## src/rtl/dm_pkg.sv

```systemverilog
// Shared types and helpers for the data-memory arbiter.
package dm_pkg;

  localparam int unsigned DM_DEPTH_WORDS = 1024;
  localparam int unsigned DM_XLEN        = 32;

  localparam logic PORT_CPU = 1'b0;
  localparam logic PORT_EXT = 1'b1;

  typedef struct packed {
    logic               we;
    logic [DM_XLEN-1:0] addr;
    logic [DM_XLEN-1:0] wdata;
    logic [DM_XLEN-1:0] pc;
  } dm_req_t;

  // Word aligned and inside the memory.
  function automatic logic dm_addr_legal(input logic [DM_XLEN-1:0] addr,
                                         input int unsigned depth_words);
    return (addr[1:0] == 2'b00) && (addr < DM_XLEN'(depth_words * 4));
  endfunction

endpackage

```

## src/rtl/dm_arb_pick.sv

```systemverilog
// Combinational winner select between the CPU port and the external port.
module dm_arb_pick
  import dm_pkg::*;
#(
  parameter int unsigned PRIO_MODE = 0
) (
  input  logic req0,
  input  logic req1,
  input  logic rr_last,
  input  logic wait_max,
  output logic any_c,
  output logic win_c
);

  always_comb begin
    any_c = req0 | req1;
    win_c = PORT_CPU;
    if (req1 && !req0) begin
      win_c = PORT_EXT;
    end else if (req0 && req1) begin
      if (PRIO_MODE == 0) begin
        win_c = ~rr_last;
      end else begin
        // Starvation relief: the external port is forced through once it has waited long enough.
        win_c = wait_max ? PORT_EXT : PORT_CPU;
      end
    end
  end

endmodule

```

## src/rtl/dm_arbiter.sv

```systemverilog
// Two-port arbiter in front of the single-ported data memory; one access per cycle,
// registered responses with an error flag for misaligned or out-of-range addresses.
module dm_arbiter
  import dm_pkg::*;
#(
  parameter int unsigned DEPTH_WORDS = DM_DEPTH_WORDS,
  parameter int unsigned PRIO_MODE   = 0,
  parameter int unsigned MAX_WAIT    = 8
) (
  input  logic        clk,
  input  logic        Reset,
  input  logic        p0_req,
  input  logic        p0_we,
  input  logic [31:0] p0_addr,
  input  logic [31:0] p0_wdata,
  input  logic [31:0] p0_pc,
  output logic        p0_gnt,
  output logic        p0_rvalid,
  output logic [31:0] p0_rdata,
  output logic        p0_err,
  input  logic        p1_req,
  input  logic        p1_we,
  input  logic [31:0] p1_addr,
  input  logic [31:0] p1_wdata,
  input  logic [31:0] p1_pc,
  output logic        p1_gnt,
  output logic        p1_rvalid,
  output logic [31:0] p1_rdata,
  output logic        p1_err,
  output logic [31:0] mem_A,
  output logic [31:0] mem_WD,
  output logic        mem_WE,
  output logic        mem_RE,
  output logic [31:0] mem_PC,
  input  logic [31:0] mem_RD
);

  localparam int unsigned WAIT_W = $clog2(MAX_WAIT + 1);

  dm_req_t             req0_s;
  dm_req_t             req1_s;
  dm_req_t             sel_s;
  logic                rr_last;
  logic [WAIT_W-1:0]   wait_cnt;
  logic                wait_max_c;
  logic                any_c;
  logic                win_c;
  logic                grant_c;
  logic                legal_c;
  logic [31:0]         resp_rdata_c;
  logic                resp_err_c;

  assign wait_max_c = (wait_cnt == WAIT_W'(MAX_WAIT));

  dm_arb_pick #(
    .PRIO_MODE(PRIO_MODE)
  ) u_pick (
    .req0    (p0_req),
    .req1    (p1_req),
    .rr_last (rr_last),
    .wait_max(wait_max_c),
    .any_c   (any_c),
    .win_c   (win_c)
  );

  // Grant, legality and memory drive for the selected port.
  always_comb begin
    req0_s       = '{we: p0_we, addr: p0_addr, wdata: p0_wdata, pc: p0_pc};
    req1_s       = '{we: p1_we, addr: p1_addr, wdata: p1_wdata, pc: p1_pc};
    sel_s        = (win_c == PORT_EXT) ? req1_s : req0_s;
    grant_c      = any_c && !Reset;
    legal_c      = dm_addr_legal(sel_s.addr, DEPTH_WORDS);
    p0_gnt       = grant_c && (win_c == PORT_CPU);
    p1_gnt       = grant_c && (win_c == PORT_EXT);
    mem_A        = '0;
    mem_WD       = '0;
    mem_PC       = '0;
    mem_WE       = 1'b0;
    mem_RE       = 1'b0;
    if (grant_c && legal_c) begin
      mem_A  = sel_s.addr;
      mem_WD = sel_s.wdata;
      mem_PC = sel_s.pc;
      mem_WE = sel_s.we;
      mem_RE = ~sel_s.we;
    end
    resp_rdata_c = (grant_c && legal_c && !sel_s.we) ? mem_RD : '0;
    resp_err_c   = grant_c && !legal_c;
  end

  // Response registers, round-robin history and external-port wait counter.
  always_ff @(posedge clk) begin
    if (Reset) begin
      p0_rvalid <= 1'b0;
      p0_rdata  <= '0;
      p0_err    <= 1'b0;
      p1_rvalid <= 1'b0;
      p1_rdata  <= '0;
      p1_err    <= 1'b0;
      rr_last   <= PORT_EXT;
      wait_cnt  <= '0;
    end else begin
      p0_rvalid <= p0_gnt;
      p0_rdata  <= p0_gnt ? resp_rdata_c : '0;
      p0_err    <= p0_gnt && resp_err_c;
      p1_rvalid <= p1_gnt;
      p1_rdata  <= p1_gnt ? resp_rdata_c : '0;
      p1_err    <= p1_gnt && resp_err_c;
      if (grant_c) begin
        rr_last <= win_c;
      end
      if (p1_req && !p1_gnt) begin
        if (!wait_max_c) begin
          wait_cnt <= wait_cnt + WAIT_W'(1);
        end
      end else begin
        wait_cnt <= '0;
      end
    end
  end

endmodule
```

## config.mk

```make
export PLATFORM = sky130hd
export DESIGN_NAME = dm_arbiter
export DESIGN_NICKNAME = d
export VERILOG_FILES = /design/src/rtl/dm_pkg.sv /design/src/rtl/dm_arb_pick.sv /design/src/rtl/dm_arbiter.sv
export SDC_FILE = /design/constraint.sdc
export NUM_CORES = 1
export LEC_CHECK = 0
export CAP_MARGIN = 20
export CORE_AREA = 10 10 147 149
export CTS_CLUSTER_DIAMETER = 150
export DETAILED_ROUTE_END_ITERATION = 6
export DIE_AREA = 0 0 157 159
export PLACE_DENSITY = 0.58
export SLEW_MARGIN = 10
export SYNTH_ARGS = -nofsm -noshare
export SYNTH_HDL_FRONTEND = slang
export SYNTH_SLANG_ARGS = --single-unit
```

## constraint.sdc

```tcl
create_clock -name clk -period 3.4 [get_ports clk]
set_input_delay 0.68 -clock clk [delete_from_list [all_inputs] [get_ports clk]]
set_output_delay 0.68 -clock clk [all_outputs]
set_load 0.01 [all_outputs]
```

==> insert_results.sql <==
INSERT INTO impl_metrics (metric_group, metric, value, unit) VALUES
('sta', 'max_freq', '302', 'MHz'),
('worst_setup_path', 'crit-reg2reg-launch', 'rr_last$_SDFFE_PP1P_', ''),
('synth', 'number_of_enable_flip_flop_cells_after_synthesis', '0', ''),
('cts', 'cts_made_buffers', '9', ''),
('power_and_ir_drop', 'total_switching_power', '511', 'uW'),
('floorplan', 'die-width', '157', 'um'),
('power_and_ir_drop', 'total_power_density_per_cell_area', '277', 'mW/mm^2'),
('sta', 'setup_ws', '0.0910', 'ns'),
('drt', 'drt-vias-per-instance', '4.21', ''),
('place', 'port-buffer-count', '375', ''),
('cts', 'cts-root-buf', 'sky130_fd_sc_hd__clkbuf_16', ''),
('drt', 'routed_wl', '21800', 'um'),
('power_and_ir_drop', 'comb_power_share', '0.222', ''),
('drt', 'wl_met1', '8350', 'um'),
('synth', 'synth_simple_gate_area_share', '0.276', ''),
('synth', 'synth_cell_type_count', '28', ''),
('drt', 'ant_nets', '0', ''),
('place', 'numPlacedInstances', '1012', ''),
('floorplan', 'die-area', '0.0250', 'mm^2'),
('synth', 'mappedNetlistArea', '0.00363', 'mm^2'),
('cts', 'insertion_delay', '0.33', 'ns'),
('worst_hold_path', 'timing.hold.worst.start', 'rr_last$_SDFFE_PP1P_', ''),
('final_layout', 'final.fill_count', '1878', ''),
('cts', 'cts.sinks', '69', ''),
('floorplan', 'die-height', '159', 'um'),
('synth', 'yosys.area.top_type_share', '0.381', ''),
('power_and_ir_drop', 'share_seq_of_total_power', '0.362', ''),
('synth', 'yosysTopAreaCell', 'sky130_fd_sc_hd__dfxtp_1', ''),
('worst_setup_path', 'cp_max_fo', '7', ''),
('synth', 'synth_top_family_by_area', 'simple AND/OR/NAND/NOR gates', ''),
('synth', 'ys_seq_elements', '69', ''),
('synth', 'synth_compound_gate_area_share', '0.0114', ''),
('run', 'drv.max_cap_violation_count', '0', ''),
('final_layout', 'finish.cell_count_without_fillers', '1044', ''),
('power_and_ir_drop', 'leakagePower', '0.00333', 'uW'),
('drt', 'dr.pass1.iters', '6', ''),
('global_routing', 'gr-total-overflow', '0', ''),
('synth', 'synth_fa_ha_area_frac', '0', ''),
('worst_setup_path', 'cp_data_arrival_time', '2.63', 'ns'),
('cts', 'worst_setup_hold_path_clk_slew', '0.05', 'ns'),
('synth', 'yosys-top-cells-area', 'sky130_fd_sc_hd__dfxtp_1 38%, sky130_fd_sc_hd__mux2i_1 21%, sky130_fd_sc_hd__nor3_1 9.2%, sky130_fd_sc_hd__nor4_1 6.7%, sky130_fd_sc_hd__and2_1 5.7%', ''),
('global_routing', 'antenna_found_initial', '2', ''),
('synth', 'asyncSetResetFlopFracSynth', '0', ''),
('place', 'placed_area', '0.00771', 'mm^2'),
('synth', 'synth_most_common_cell', 'sky130_fd_sc_hd__mux2i_1', ''),
('sta', 'relSlewSlack', '0.622', ''),
('global_routing', 'grt_start_max_net_pins', '52', ''),
('worst_setup_path', 'path_class', 'input port to output port', ''),
('sta', 'worst_hold_slack', '0.595', 'ns'),
('power_and_ir_drop', 'cell_internal_pwr', '1740', 'uW'),
('sta', 'worst_pin_slew', '0.566', 'ns'),
('worst_setup_path', 'crit_path_launch_type', 'input port', ''),
('outcome', 'status', 'complete, no violations', ''),
('worst_setup_path', 'cp-startpoint', 'p0_addr[25]', ''),
('floorplan', 'design.portCount', '398', ''),
('drt', 'vias', '4399', ''),
('final_layout', 'insertedDiodeCount', '0', ''),
('synth', 'post_synth.cell_area_avg', '8.83', 'um^2'),
('floorplan', 'placeableCoreArea', '0.0186', 'mm^2'),
('drt', 'initialDrtViolationCount', '89', ''),
('drt', 'drc_errors', '0', ''),
('drt', 'met3_wire_length', '1940', 'um'),
('global_routing', 'via_count_of_the_first_global_routing_pass', '4850', ''),
('floorplan', 'floorplan.rows', '50', ''),
('final_layout', 'finish.instance_area', '0.00811', 'mm^2'),
('sta', 'final.setup_skew', '0.00449', 'ns'),
('floorplan', 'floorplan.initialDensity', '0.195', ''),
('synth', 'synth.yosys.seq_area_share', '0.381', ''),
('drt', 'routed_wire_length_per_instance', '20.9', 'um'),
('power_and_ir_drop', 'clkPwrFrac', '0.416', ''),
('final_layout', 'layout-drive-gt1-share', '0.204', '');
==> power groups by stage <==
stage | sequential [uW] | clock, uW | combinational (uW)
finish | 814 | 935 | 500
global route | 814 | 992 | 539
CTS | 814 | 956 | 494
detailed placement | 832 | 0 | 483
global placement | 832 | 0 | 484
floorplan | 832 | 0 | 170
==> stage by stage <==
step / power (uW) / TNS, ns / utilization
after CTS: 2260 / -0.102 / 0.432
after global placement: 1320 / -49.33 / 0.415
final: 2250 / 0 / 0.437
after global routing: 2340 / 0 / 0.437
after floorplan: 1000 / 0 / -
after detailed placement: 1310 / -51.21 / 0.415
==> repair_timing <==
action / 4_1_cts / 5_1_grt
buffers inserted: 12 / 0
resized for setup: 350 / 13
gates cloned: 3 / 1
pin swaps: 7 / 5
setup endpoints to repair: 76 / 63
==> worst max-delay path: stages <==
cell	delay, ns
sky130_fd_sc_hd__dlygate4sd2_1	0.22
sky130_fd_sc_hd__or4_1	0.48
sky130_fd_sc_hd__nor4_2	0.15
sky130_fd_sc_hd__and4_4	0.29
sky130_fd_sc_hd__o21ai_4	0.14
sky130_fd_sc_hd__buf_16	0.16
sky130_fd_sc_hd__buf_8	0.12
sky130_fd_sc_hd__buf_6	0.12
sky130_fd_sc_hd__nor3_4	0.13
sky130_fd_sc_hd__buf_6	0.13
==> state kept, by name (all words and copies together), names as in the netlist <==
signal,cells
p0_rdata,32
p1_rdata,32
p0_rvalid,1
p1_err,1
p0_err,1
rr_last,1
p1_rvalid,1
==> per-layer routing <==
metal / vias to the layer above / global-route usage
met1: 1983 / 0.174
met4: 4 / 0.0429
li1: 2176 / -
met2: 215 / 0.300
met3: 21 / 0.0577
met5: - / 0
==> cell families (layout without fill, tap and decap cells) <==
family,Yosys count,in the layout
AO/OA/AOI/OAI,6,7
buffers and inverters,93,470
flip-flops,69,69
multiplexers,75,75
other,1,22
AND/OR/NAND/NOR,167,167
==> final timing paths <==
check	slack, ns	endpoint	cells past startpoint
worst min register to register	0.60	rr_last$_SDFFE_PP1P_	3
worst min-delay path	0.60	rr_last$_SDFFE_PP1P_	3
worst max-delay path	0.09	mem_PC[10]	10
worst max register to register	1.08	p0_rdata[8]$_SDFF_PP0_	12
==> cells in the final DEF, fill, tap and decap left out, types with 3 or more instances in the layout <==
cell type,instances
sky130_fd_sc_hd__and2_1,33
sky130_fd_sc_hd__buf_16,3
sky130_fd_sc_hd__buf_2,53
sky130_fd_sc_hd__buf_4,34
sky130_fd_sc_hd__buf_6,6
sky130_fd_sc_hd__clkbuf_16,10
sky130_fd_sc_hd__clkdlybuf4s15_1,6
sky130_fd_sc_hd__clkdlybuf4s15_2,15
sky130_fd_sc_hd__clkdlybuf4s50_1,288
sky130_fd_sc_hd__conb_1,22
sky130_fd_sc_hd__dfxtp_1,69
sky130_fd_sc_hd__dlygate4sd2_1,8
sky130_fd_sc_hd__inv_1,34
sky130_fd_sc_hd__mux2i_1,75
sky130_fd_sc_hd__nand2_1,3
sky130_fd_sc_hd__nor2_1,3
sky130_fd_sc_hd__nor3_1,53
sky130_fd_sc_hd__nor3_2,23
sky130_fd_sc_hd__nor4_1,36
==> cell type report <==
| class | instances | area (um^2) | share of cell area |
|---|---|---|---|
| multi-input combinational | 271 | 2040 | 0.252 |
| clock inverter | 3 | 43.8 | 0.00540 |
| inverter | 34 | 128 | 0.0157 |
| tap | 234 | 293 | 0.0361 |
| clock buffer | 13 | 260 | 0.0321 |
| sequential | 69 | 1380 | 0.170 |
| timing repair buffer | 420 | 3970 | 0.489 |
No activity file was read; power rests on OpenSTA's default activity.
==> edit: new RTL, same flow settings <==
`PRIO_MODE` is set to 0 in 2 places; all go to 1.
--- a/src/rtl/dm_arb_pick.sv
+++ b/src/rtl/dm_arb_pick.sv
@@ -2,7 +2,7 @@
 module dm_arb_pick
   import dm_pkg::*;
 #(
-  parameter int unsigned PRIO_MODE = 0
+  parameter int unsigned PRIO_MODE = 1
 ) (
   input  logic req0,
   input  logic req1,
--- a/src/rtl/dm_arbiter.sv
+++ b/src/rtl/dm_arbiter.sv
@@ -4,7 +4,7 @@
   import dm_pkg::*;
 #(
   parameter int unsigned DEPTH_WORDS = DM_DEPTH_WORDS,
-  parameter int unsigned PRIO_MODE   = 0,
+  parameter int unsigned PRIO_MODE   = 1,
   parameter int unsigned MAX_WAIT    = 8
 ) (
   input  logic        clk,
Function: changed (Yosys sat finds a counterexample within 4 cycles, from zero or initial values and one cycle with Reset high).
==> edit against the original RTL <==
Wire length rose by 23%. Die area unchanged. Cell area is 14% higher. Sequential cell count up 3. Critical path depth decreased by 1. Global-route usage rose by 3.6 points. Clock power is 9.7% lower. Area after synthesis increased by 35%. Largest power group is now sequential cells. Worst setup slack got worse by 0.030 ns. Cell count is 19% higher. Critical endpoint is now mem_WD[26]. Count of clock-buffer cells in the layout fell by 3. Power decreased by 3.3%.
==> edit: results (changes against the original RTL) <==
[worst_setup_path]
cpPeakStageDelay_ns=0.44  ; -0.04 ns
cp-endpoint=mem_WD[26]
slowest_stage=clkdlybuf4s50_1
crit_start=p0_addr[31]
timing.reg2reg.setup_slack_ns=0.96  ; -0.12 ns
rr_startpoint=wait_cnt[0]$_SDFFE_PP0P_
crit_family=buffers and inverters
critical_path_arrival_ns=2.66  ; +0.03 ns
worst-r2r-cell-count=9  ; -3
crit_path_max_fanout=18  ; +11
r2r_end=p1_rdata[1]$_SDFF_PP0_

[pwr]
power.internal_mw=1.661  ; -4.5%
ir_drop_v=0.0001887  ; -18%
p_leak_nw=3.106  ; -6.8%

[drt]
wl_per_cell_um=21.68  ; +3.7%
firstDrtPassIters=5  ; -1
drt-initial-drc-count=263  ; +200%

[outcome]
outcome=finished clean

[global_routing]
antenna_found_initial=5  ; +3
grt_pass1_wl_um=38960  ; +25%
grt_max_degree=46  ; -12%

[cells_and_area]
drive_above_1_share=0.2134  ; +0.009656
final_nets=1231  ; +19%
n_fill_cell=1824  ; -2.9%
top_regs=p0_rdata (32), p1_rdata (32), wait_cnt (4)

[place]
dp_hpwl_um=21640  ; +22%
place_area_sq_um=9208  ; +19%

[yosys]
ys_types=35  ; +25%
netlist_top_cells_count=78 x nand3_1, 76 x a21oi_1, 76 x nand4_1, 75 x nor3b_1, 72 x dfxtp_1
yosysSeqAreaShare=0.2947  ; -0.08599
yosys-top-cells-area=dfxtp_1 29%, nor3b_1 12%, nand4_1 9.7%, nor4_2 8.4%, nand3_1 8.0%

[timing]
fin_worst_skew_ns=0.004700  ; +0.0002152 ns

[min_path]
hp-start=wait_cnt[0]$_SDFFE_PP0P_

[edit: metal layers]
| metal | up-vias | wire length [um] | track usage |
|---|---|---|---|
| met1 | 2826 | 10660 | 0.2264 |
| met4 | 4 | 663 | 0.06738 |
| met3 | 36 | 2632 | 0.06584 |
| li1 | 2988 | - | - |
| met2 | 318 | 12880 | 0.3426 |
| met5 | - | 37 | 0 |
[edit: layout make-up]
| class | count | area [sq um] | area share |
|---|---|---|---|
| Clock inverter | 5 | 33.78 | 0.003665 |
| Sequential cell | 72 | 1441 | 0.1564 |
| Clock buffer | 10 | 239.0 | 0.02593 |
| Inverter | 6 | 22.52 | 0.002444 |
| Antenna cell | 3 | 7.507 | 0.0008146 |
| Timing Repair Buffer | 445 | 4083 | 0.4430 |
| Tap cell | 234 | 292.8 | 0.03177 |
| Multi-Input combinational cell | 465 | 3097 | 0.3360 |
[edit: cell families after synthesis]
group | Yosys count | synth area share
and+or+nand+nor | 356 | 0.4968
AOI/OAI and AO/OA | 82 | 0.08877
other | 1 | 0.0007667
buffers and inverters | 109 | 0.1103
DFF | 72 | 0.2947
xor gates and xnor gates | 2 | 0.003582
adders and majority gates | 2 | 0.005116
[edit: worst reg2reg max path, cell delays in order, from the launching register on]
cell and delay [ns]:
dfxtp_1 0.37, inv_1 0.06, ha_1 0.20, nand3b_1 0.22, a21boi_1 0.14, buf_4 0.18, a2bb2oi_2 0.33, buf_12 0.22
buf_4 0.44, nor4_2 0.13
[edit: repair_timing]
action                     4_1_cts  5_1_grt
setup endpoints to repair       76       76
pin swaps                        2        0
buffers inserted                 3        0
resized for setup              136      116
cloned                           1        0
[edit: worst min path at each step]
stage,slack (ns),end,cells past startpoint
final,0.47,wait_cnt[0]$_SDFFE_PP0P_,1
after global routing,0.49,wait_cnt[0]$_SDFFE_PP0P_,1
after CTS,0.47,wait_cnt[0]$_SDFFE_PP0P_,1
after detailed placement,0.46,wait_cnt[0]$_SDFFE_PP0P_,1
after global placement,0.45,wait_cnt[0]$_SDFFE_PP0P_,1
after floorplan,0.43,wait_cnt[0]$_SDFFE_PP0P_,1
[edit: power groups by stage]
stage | Sequential, mW | Combinational, mW | Clock, mW
after floorplan | 0.867 | 0.153 | 0
after global placement | 0.866 | 0.476 | 0
after detailed placement | 0.866 | 0.477 | 0
after CTS | 0.848 | 0.483 | 0.864
after global routing | 0.848 | 0.516 | 0.894
final | 0.848 | 0.483 | 0.844
[edit: through the flow]
stage	cells	setup slack, ns	power, mW	util	hold WS [ns]
after floorplan	645	0.6059	1.020	-	0.4297
after global placement	1218	-0.4715	1.342	0.4956	0.4474
after detailed placement	1218	-0.5175	1.343	0.4956	0.4563
after CTS	1237	-0.006832	2.196	0.5125	0.4691
after global routing	1240	0.001868	2.258	0.4960	0.4902
final	1240	0.06055	2.176	0.4960	0.4741
